## config.mk

```make
export PLATFORM = sky130hd
export DESIGN_NAME = morse_key_decoder_flat
export DESIGN_NICKNAME = d
export VERILOG_FILES = /design/src/rtl/morse_pkg.sv /design/src/rtl/morse_key_decoder_if.sv /design/src/rtl/morse_dur_counter.sv /design/src/rtl/morse_key_decoder.sv /design/src/flat_wrapper.sv
export SDC_FILE = /design/constraint.sdc
export NUM_CORES = 1
export LEC_CHECK = 0
export ABC_AREA = 1
export CAP_MARGIN = 25
export CELL_PAD_IN_SITES_DETAIL_PLACEMENT = 2
export CELL_PAD_IN_SITES_GLOBAL_PLACEMENT = 2
export CORE_UTILIZATION = 37
export DETAILED_ROUTE_END_ITERATION = 10
export PLACE_DENSITY_LB_ADDON = 0.1
export SLEW_MARGIN = 40
export SYNTH_ARGS = -nofsm -noshare
export SYNTH_HDL_FRONTEND = slang
export SYNTH_SLANG_ARGS = --single-unit
```

## constraint.sdc

```tcl
create_clock -name clk_in -period 3.62 [get_ports clk_in]
set_input_delay 1.086 -clock clk_in [delete_from_list [all_inputs] [get_ports clk_in]]
set_output_delay 1.086 -clock clk_in [all_outputs]
set_load 0.05 [all_outputs]
```

## src/rtl/morse_pkg.sv

```systemverilog
// Types and constants shared by the Morse decoder and the lookup/display stage.
// Symbol encoding: bit value 1 is a dash and 0 is a dot, with the first symbol in bit 0.
package morse_pkg;

    typedef enum logic [1:0] {
        IDLE = 2'd0,
        MARK = 2'd1,
        GAP  = 2'd2
    } state_t;

    localparam int MAX_SYM = 5;

    localparam logic SYM_DOT  = 1'b0;
    localparam logic SYM_DASH = 1'b1;

endpackage

```

## src/rtl/morse_key_decoder_if.sv

```systemverilog
// Key/tick inputs and decoded-character strobes of the Morse decoder.
// Master is the decoder side. There is no handshake, so the slave must take every strobe.
interface morse_key_decoder_if #(
    parameter int MAX_SYM = morse_pkg::MAX_SYM
);
    logic               tick;
    logic               key;
    logic [MAX_SYM-1:0] sym_bits;
    logic [2:0]         sym_len;
    logic               char_valid;
    logic               word_gap;
    logic               overflow;

    modport master (
        input  tick,
        input  key,
        output sym_bits,
        output sym_len,
        output char_valid,
        output word_gap,
        output overflow
    );

    modport slave (
        output tick,
        output key,
        input  sym_bits,
        input  sym_len,
        input  char_valid,
        input  word_gap,
        input  overflow
    );
endinterface

```

## src/rtl/morse_dur_counter.sv

```systemverilog
// Saturating tick counter with a synchronous clear. The value updates one cycle after tick.
// Clear takes priority over tick, so an edge in the same cycle as a tick yields 0.
module morse_dur_counter #(
    parameter int CNT_W = 8
) (
    input  logic             clk_in,
    input  logic             rst,
    input  logic             clr,
    input  logic             en,
    output logic [CNT_W-1:0] cnt
);

    always_ff @(posedge clk_in or posedge rst) begin
        if (rst) begin
            cnt <= '0;
        end else if (clr) begin
            cnt <= '0;
        end else if (en && (cnt != {CNT_W{1'b1}})) begin
            cnt <= cnt + 1'b1;
        end
    end

endmodule

```

## src/rtl/morse_key_decoder.sv

```systemverilog
// Converts mark/gap timing into dot/dash characters and word boundaries.
// Strobes are registered one cycle after the threshold tick, with no backpressure.
module morse_key_decoder
    import morse_pkg::*;
#(
    parameter int DASH_MIN = 2,
    parameter int CHAR_GAP = 2,
    parameter int WORD_GAP = 5,
    parameter int MAX_SYM  = morse_pkg::MAX_SYM,
    parameter int CNT_W    = 8
) (
    input  logic                clk_in,
    input  logic                rst,
    morse_key_decoder_if.master bus
);

    state_t             state;
    state_t             state_nxt;
    logic               key_q;
    logic               rise;
    logic               fall;
    logic [CNT_W-1:0]   cnt;
    logic               cnt_clr;
    logic               sym_push;
    logic               fin;
    logic               word_hit;
    logic               sym_val;
    logic [MAX_SYM-1:0] acc_bits;
    logic [2:0]         acc_len;
    logic               ovf;

    assign rise    = bus.key & ~key_q;
    assign fall    = ~bus.key & key_q;
    assign sym_val = (cnt >= CNT_W'(DASH_MIN)) ? SYM_DASH : SYM_DOT;

    morse_dur_counter #(
        .CNT_W (CNT_W)
    ) u_cnt (
        .clk_in (clk_in),
        .rst    (rst),
        .clr    (cnt_clr),
        .en     (bus.tick),
        .cnt    (cnt)
    );

    always_ff @(posedge clk_in or posedge rst) begin
        if (rst) begin
            state <= IDLE;
        end else begin
            state <= state_nxt;
        end
    end

    always_comb begin
        state_nxt = state;
        cnt_clr   = 1'b0;
        sym_push  = 1'b0;
        fin       = 1'b0;
        word_hit  = 1'b0;
        case (state)
            IDLE: begin
                cnt_clr = 1'b1;
                if (rise) begin
                    state_nxt = MARK;
                end
            end
            MARK: begin
                if (fall) begin
                    sym_push  = 1'b1;
                    cnt_clr   = 1'b1;
                    state_nxt = GAP;
                end
            end
            GAP: begin
                // Thresholds compare the pre-tick count so they fire on the tick that reaches them.
                fin      = bus.tick && (cnt == CNT_W'(CHAR_GAP - 1));
                word_hit = bus.tick && (cnt == CNT_W'(WORD_GAP - 1));
                if (rise) begin
                    cnt_clr   = 1'b1;
                    state_nxt = MARK;
                end else if (word_hit) begin
                    cnt_clr   = 1'b1;
                    state_nxt = IDLE;
                end
            end
            default: begin
                cnt_clr   = 1'b1;
                state_nxt = IDLE;
            end
        endcase
    end

    always_ff @(posedge clk_in or posedge rst) begin
        if (rst) begin
            key_q          <= 1'b0;
            acc_bits       <= '0;
            acc_len        <= '0;
            ovf            <= 1'b0;
            bus.sym_bits   <= '0;
            bus.sym_len    <= '0;
            bus.char_valid <= 1'b0;
            bus.overflow   <= 1'b0;
            bus.word_gap   <= 1'b0;
        end else begin
            key_q          <= bus.key;
            bus.char_valid <= fin & ~ovf;
            bus.overflow   <= fin & ovf;
            bus.word_gap   <= word_hit;
            if (fin) begin
                // An overflowed character is dropped, and the last good pattern stays visible.
                if (!ovf) begin
                    bus.sym_bits <= acc_bits;
                    bus.sym_len  <= acc_len;
                end
                acc_bits <= '0;
                acc_len  <= '0;
                ovf      <= 1'b0;
            end else if (sym_push) begin
                if (acc_len == 3'(MAX_SYM)) begin
                    ovf <= 1'b1;
                end else begin
                    acc_bits <= acc_bits | ({{(MAX_SYM-1){1'b0}}, sym_val} << acc_len);
                    acc_len  <= acc_len + 3'd1;
                end
            end
        end
    end

endmodule

```

## src/flat_wrapper.sv

```systemverilog
// flat-port wrapper written by rule: the top's interface ports become plain ports
module morse_key_decoder_flat import morse_pkg::*;
#(
    parameter int DASH_MIN = 2,
    parameter int CHAR_GAP = 2,
    parameter int WORD_GAP = 5,
    parameter int MAX_SYM  = morse_pkg::MAX_SYM,
    parameter int CNT_W    = 8
)
  (clk_in, rst, bus_tick, bus_key, bus_sym_bits, bus_sym_len, bus_char_valid, bus_word_gap, bus_overflow);
  morse_key_decoder_if #(.MAX_SYM(MAX_SYM)) bus_i ();
  input  logic clk_in;
  input  logic rst;
  input wire logic [$bits(bus_i.tick)-1:0] bus_tick;
  input wire logic [$bits(bus_i.key)-1:0] bus_key;
  output wire logic [$bits(bus_i.sym_bits)-1:0] bus_sym_bits;
  output wire logic [$bits(bus_i.sym_len)-1:0] bus_sym_len;
  output wire logic [$bits(bus_i.char_valid)-1:0] bus_char_valid;
  output wire logic [$bits(bus_i.word_gap)-1:0] bus_word_gap;
  output wire logic [$bits(bus_i.overflow)-1:0] bus_overflow;
  assign bus_i.tick = bus_tick;
  assign bus_i.key = bus_key;
  assign bus_sym_bits = bus_i.sym_bits;
  assign bus_sym_len = bus_i.sym_len;
  assign bus_char_valid = bus_i.char_valid;
  assign bus_word_gap = bus_i.word_gap;
  assign bus_overflow = bus_i.overflow;
  morse_key_decoder #(.DASH_MIN(DASH_MIN), .CHAR_GAP(CHAR_GAP), .WORD_GAP(WORD_GAP), .MAX_SYM(MAX_SYM), .CNT_W(CNT_W)) u_core (.clk_in(clk_in), .rst(rst), .bus(bus_i));
endmodule
```

==> Implementation_results.wiki <==
{| class="wikitable"
! Metric !! Value
|-
| GPL Wtd Cong || between 0.7 and 0.8
|-
| Worst min path class || flip-flop to flip-flop
|-
| CTS Root Cell || clkbuf_8
|-
| Wire length of the first global-routing pass || roughly 8000 um
|-
| Final-layout setup total negative slack || 0 ns
|-
| Clock Latency Late Sink || approximately 0.29 ns
|-
| Crit path time final || 2.55 ns
|-
| Vias per cell || 5.08
|-
| Area of placed instances || 1900 um2
|-
| Number of buffers added by the clock tree synthesis step || 5
|-
| Layout area overhead || 18.3%
|-
| Dominant combinational cell family by area after synthesis || simple AND/OR/NAND/NOR gates
|-
| Post-cts resize count || 0
|-
| Final std cells w/o fill || ~280
|-
| Delay of the slowest cell on the worst path || between 0.8 and 0.9 ns
|-
| Vias after detailed routing || between 1000 and 1500
|-
| Power per standard cell area || 668 nW/um2
|-
| Category of cells accounting for the largest share of critical-path delay || buffers and inverters
|-
| Overall fraction of global-route tracks in use || 0.218
|-
| Overall die height || 69.9 um
|-
| Final setup violation count || 0
|-
| Top library cells by usage in the layout, fill and taps aside || nand2_1 (50), dfrtp_1 (31), inv_1 (25), nand3_1 (17), nor2_1 (15)
|-
| Initial Util || 0.389
|-
| Max Slew Vio Count || 0
|-
| Category of the worst setup path launch point || flip-flop
|-
| Synthesized area divided by synthesized cell count || 8.32 um2
|-
| CTS H-Tree Depth || 2
|-
| Final-report hold violation count || 0
|-
| Synthesis-stage register bit count || 31
|-
| DRC violation count after routing || 0
|-
| Proportion of power drawn by combinational gates || 0.369
|-
| Run status || finished, final reports clean
|-
| 1st-pass router iterations || 4
|-
| Number of enable-type register cells in the synthesized netlist || 0
|-
| Async SR Flop Fraction || 1.00
|-
| Clk pin slew, worst setup/hold paths || 0.07 ns
|-
| Part of the total power dissipated in sequential elements || 0.361
|-
| Filler cells || 512
|-
| Nets || between 200 and 250
|-
| Yosys cell types || 25
|-
| Unrepaired setup endpoints after global routing || false
|-
| Most common cell after layout, fill and taps aside || nand2_1
|-
| Final antenna-violating net count || 0
|-
| Top-level I/O count || 15
|-
| Wirelength per Cell || ~17 um
|-
| Commonest register cell after synthesis || dfrtp_1
|-
| P_int || 0.803 mW
|-
| Worst ir drop on vdd || ~0.00021 V
|-
| Portion of the post-synthesis area used by sequential elements || 0.455
|-
| Floorplan Core Area || between 4000 and 5000 um2
|-
| Detailed placer's ending HPWL || ~3400 um
|-
| Maximum frequency from static timing analysis || a little under 400 MHz
|-
| Fraction of the cycle the final worst path needs || 0.704
|-
| Total Power Consumption || roughly 1.3 mW
|-
| Post-synthesis adder-cell area fraction || 0.0734
|-
| Maximum number of pins on one net before global-route repair || 32
|-
| Fraction of final layout cells sized beyond drive strength 1 || 0.164
|-
| DR iter-0 viols || 34
|-
| Antenna violations before repair || 0
|-
| Overall routed net length || 4610 um
|-
| Worst path arrival time || around 1.5 ns
|-
| Crit path max-delay cell type || clkdlybuf4s50_1
|-
| Portion of total power attributed to the clock network || 0.270
|-
| Inst Count DP || 270
|-
| Setup crit end kind || output port
|-
| Post-CTS Hold Buffers || 0
|-
| Die Area || 4880 um2
|-
| Synth Instances || around 210
|-
| Clock tree skew after final layout || between 0.003 and 0.004 ns
|-
| Post-Syn Nets || between 200 and 250
|-
| Die X || around 70 um
|-
| Maximum buffer depth of the clock tree || 2
|-
| Leakage Power || 1.07 nW
|-
| Switching share of power || 0.404
|-
| Vias in the first global route || approximately 1600
|-
| Number of core rows || 24
|-
| Post-synthesis xor/xnor area fraction || 0.00514
|-
| IO buf count || 14
|-
| Setup CP Type || flip-flop to output port
|-
| Slew Limit Headroom || 0.642
|-
| Endpoint required time on the critical path || approximately 2.5 ns
|-
| Share of synthesized area spent on multiplexers || 0
|-
| Critical path fanouts, max || 2
|-
| TritonCTS clock tree || done
|-
| Sequence of cells on the critical path || clkdlybuf4s50_1
|-
| Slew of the pin with the lowest slew margin || approximately 0.54 ns
|-
| Warnings from Yosys || 0
|-
| Worst path bufs/invs || 1
|-
| Number of setup buffers added after CTS || 0
|-
| Fraction of the mapped netlist area in compound gates || 0.0756
|-
| Post-synthesis cell area || approximately 1700 um2
|-
| Final design instance area without fill || around 2000 um2
|-
| Antenna Diode Count || 0
|-
| Count of maximum capacitance violations || 0
|-
| Sw power || around 0.54 mW
|-
| Simple-gate portion of the synthesized area || 0.304
|-
| Remaining global-route overflow || 0
|-
| Sinks on Clock Net || 31
|}
-- sequential cells by signal, summed over array words and instances (netlist names), 2 cells and up --
register,flops
u_core.acc_len,3
u_core.u_cnt.cnt,8
u_core.bus.sym_len,3
u_core.acc_bits,5
u_core.bus.sym_bits,5
u_core.state,2
-- cells by family after synthesis --
logic type	after synthesis
AOI/OAI and AO/OA	21
adders and majority gates	10
xor gates and xnor gates	1
and+or+nand+nor	107
DFF	31
buffers and inverters	35
-- cells in the mapped netlist, types with 2 or more instances --
cell     instances  area (um2)
a21oi_1          8        40.0
nor2_1          15        56.3
nor3_1           3        15.0
nand2_2          5        31.3
inv_1           25        93.8
inv_2            6        22.5
nand3_1         17        85.1
nor2_4           2        22.5
nand2_4          3        33.8
nor3_2           2        20.0
o21ai_0          6        30.0
ha_1            10         125
inv_4            2        12.5
dfrtp_1         31         776
o21ai_2          6        52.6
nand2_1         50         188
nand4_1          6        37.5
-- worst paths after layout --
kind | startpoint | endpoint | slack [ns] | depth (start not counted)
max reg2reg | u_core.state[0] | u_core.bus.sym_bits[3] | 1.90 | 10
min | u_core.bus.sym_bits[4] | u_core.bus.sym_bits[4] | 0.48 | 2
min reg2reg | u_core.bus.sym_bits[4] | u_core.bus.sym_bits[4] | 0.48 | 2
max in group asynchronous | rst | u_core.u_cnt.cnt[7] | 2.13 | 3
min in group asynchronous | rst | u_core.acc_bits[1] | 1.20 | 3
max | u_core.bus.sym_len[2] | bus_sym_len[2] | 1.07 | 1
-- metrics by stage --
step	setup slack, ns	hold WS, ns	utilization
after floorplan	1.63	0.442	-
after global placement	0.969	0.463	0.433
after detailed placement	0.901	0.470	0.433
after CTS	1.05	0.492	0.460
after global routing	1.01	0.528	0.460
final	1.07	0.485	0.460
-- cell type report --
class / instances / area [um2] / area share
clock buffers: 6 / 82.6 / 0.0409
flip-flops and latches: 31 / 776 / 0.385
repair buffers: 15 / 148 / 0.0732
well taps: 52 / 65.1 / 0.0323
clock inverters: 2 / 35.0 / 0.0174
inverters: 33 / 129 / 0.0639
multi-input cells: 139 / 782 / 0.388
-- tightest hold or removal path, cell delays in order, from the launching register on --
cell     delay (ns)
dfrtp_1        0.34
nand2_1        0.06
o21ai_2        0.05
-- power by group through the flow --
stage | sequential (mW) | combinational [mW] | clock, mW
after floorplan | 0.534 | 0.296 | 0
after global placement | 0.486 | 0.461 | 0
after detailed placement | 0.492 | 0.498 | 0
after CTS | 0.488 | 0.507 | 0.372
after global routing | 0.497 | 0.559 | 0.387
final | 0.487 | 0.497 | 0.364
-- per-layer routing --
metal  wire (um)  GRT usage
met3         109     0.0491
met5           0          0
met1        1930      0.244
met2        2510      0.408
met4          59     0.0600
Note: power is estimated with default switching activity, not from simulation.
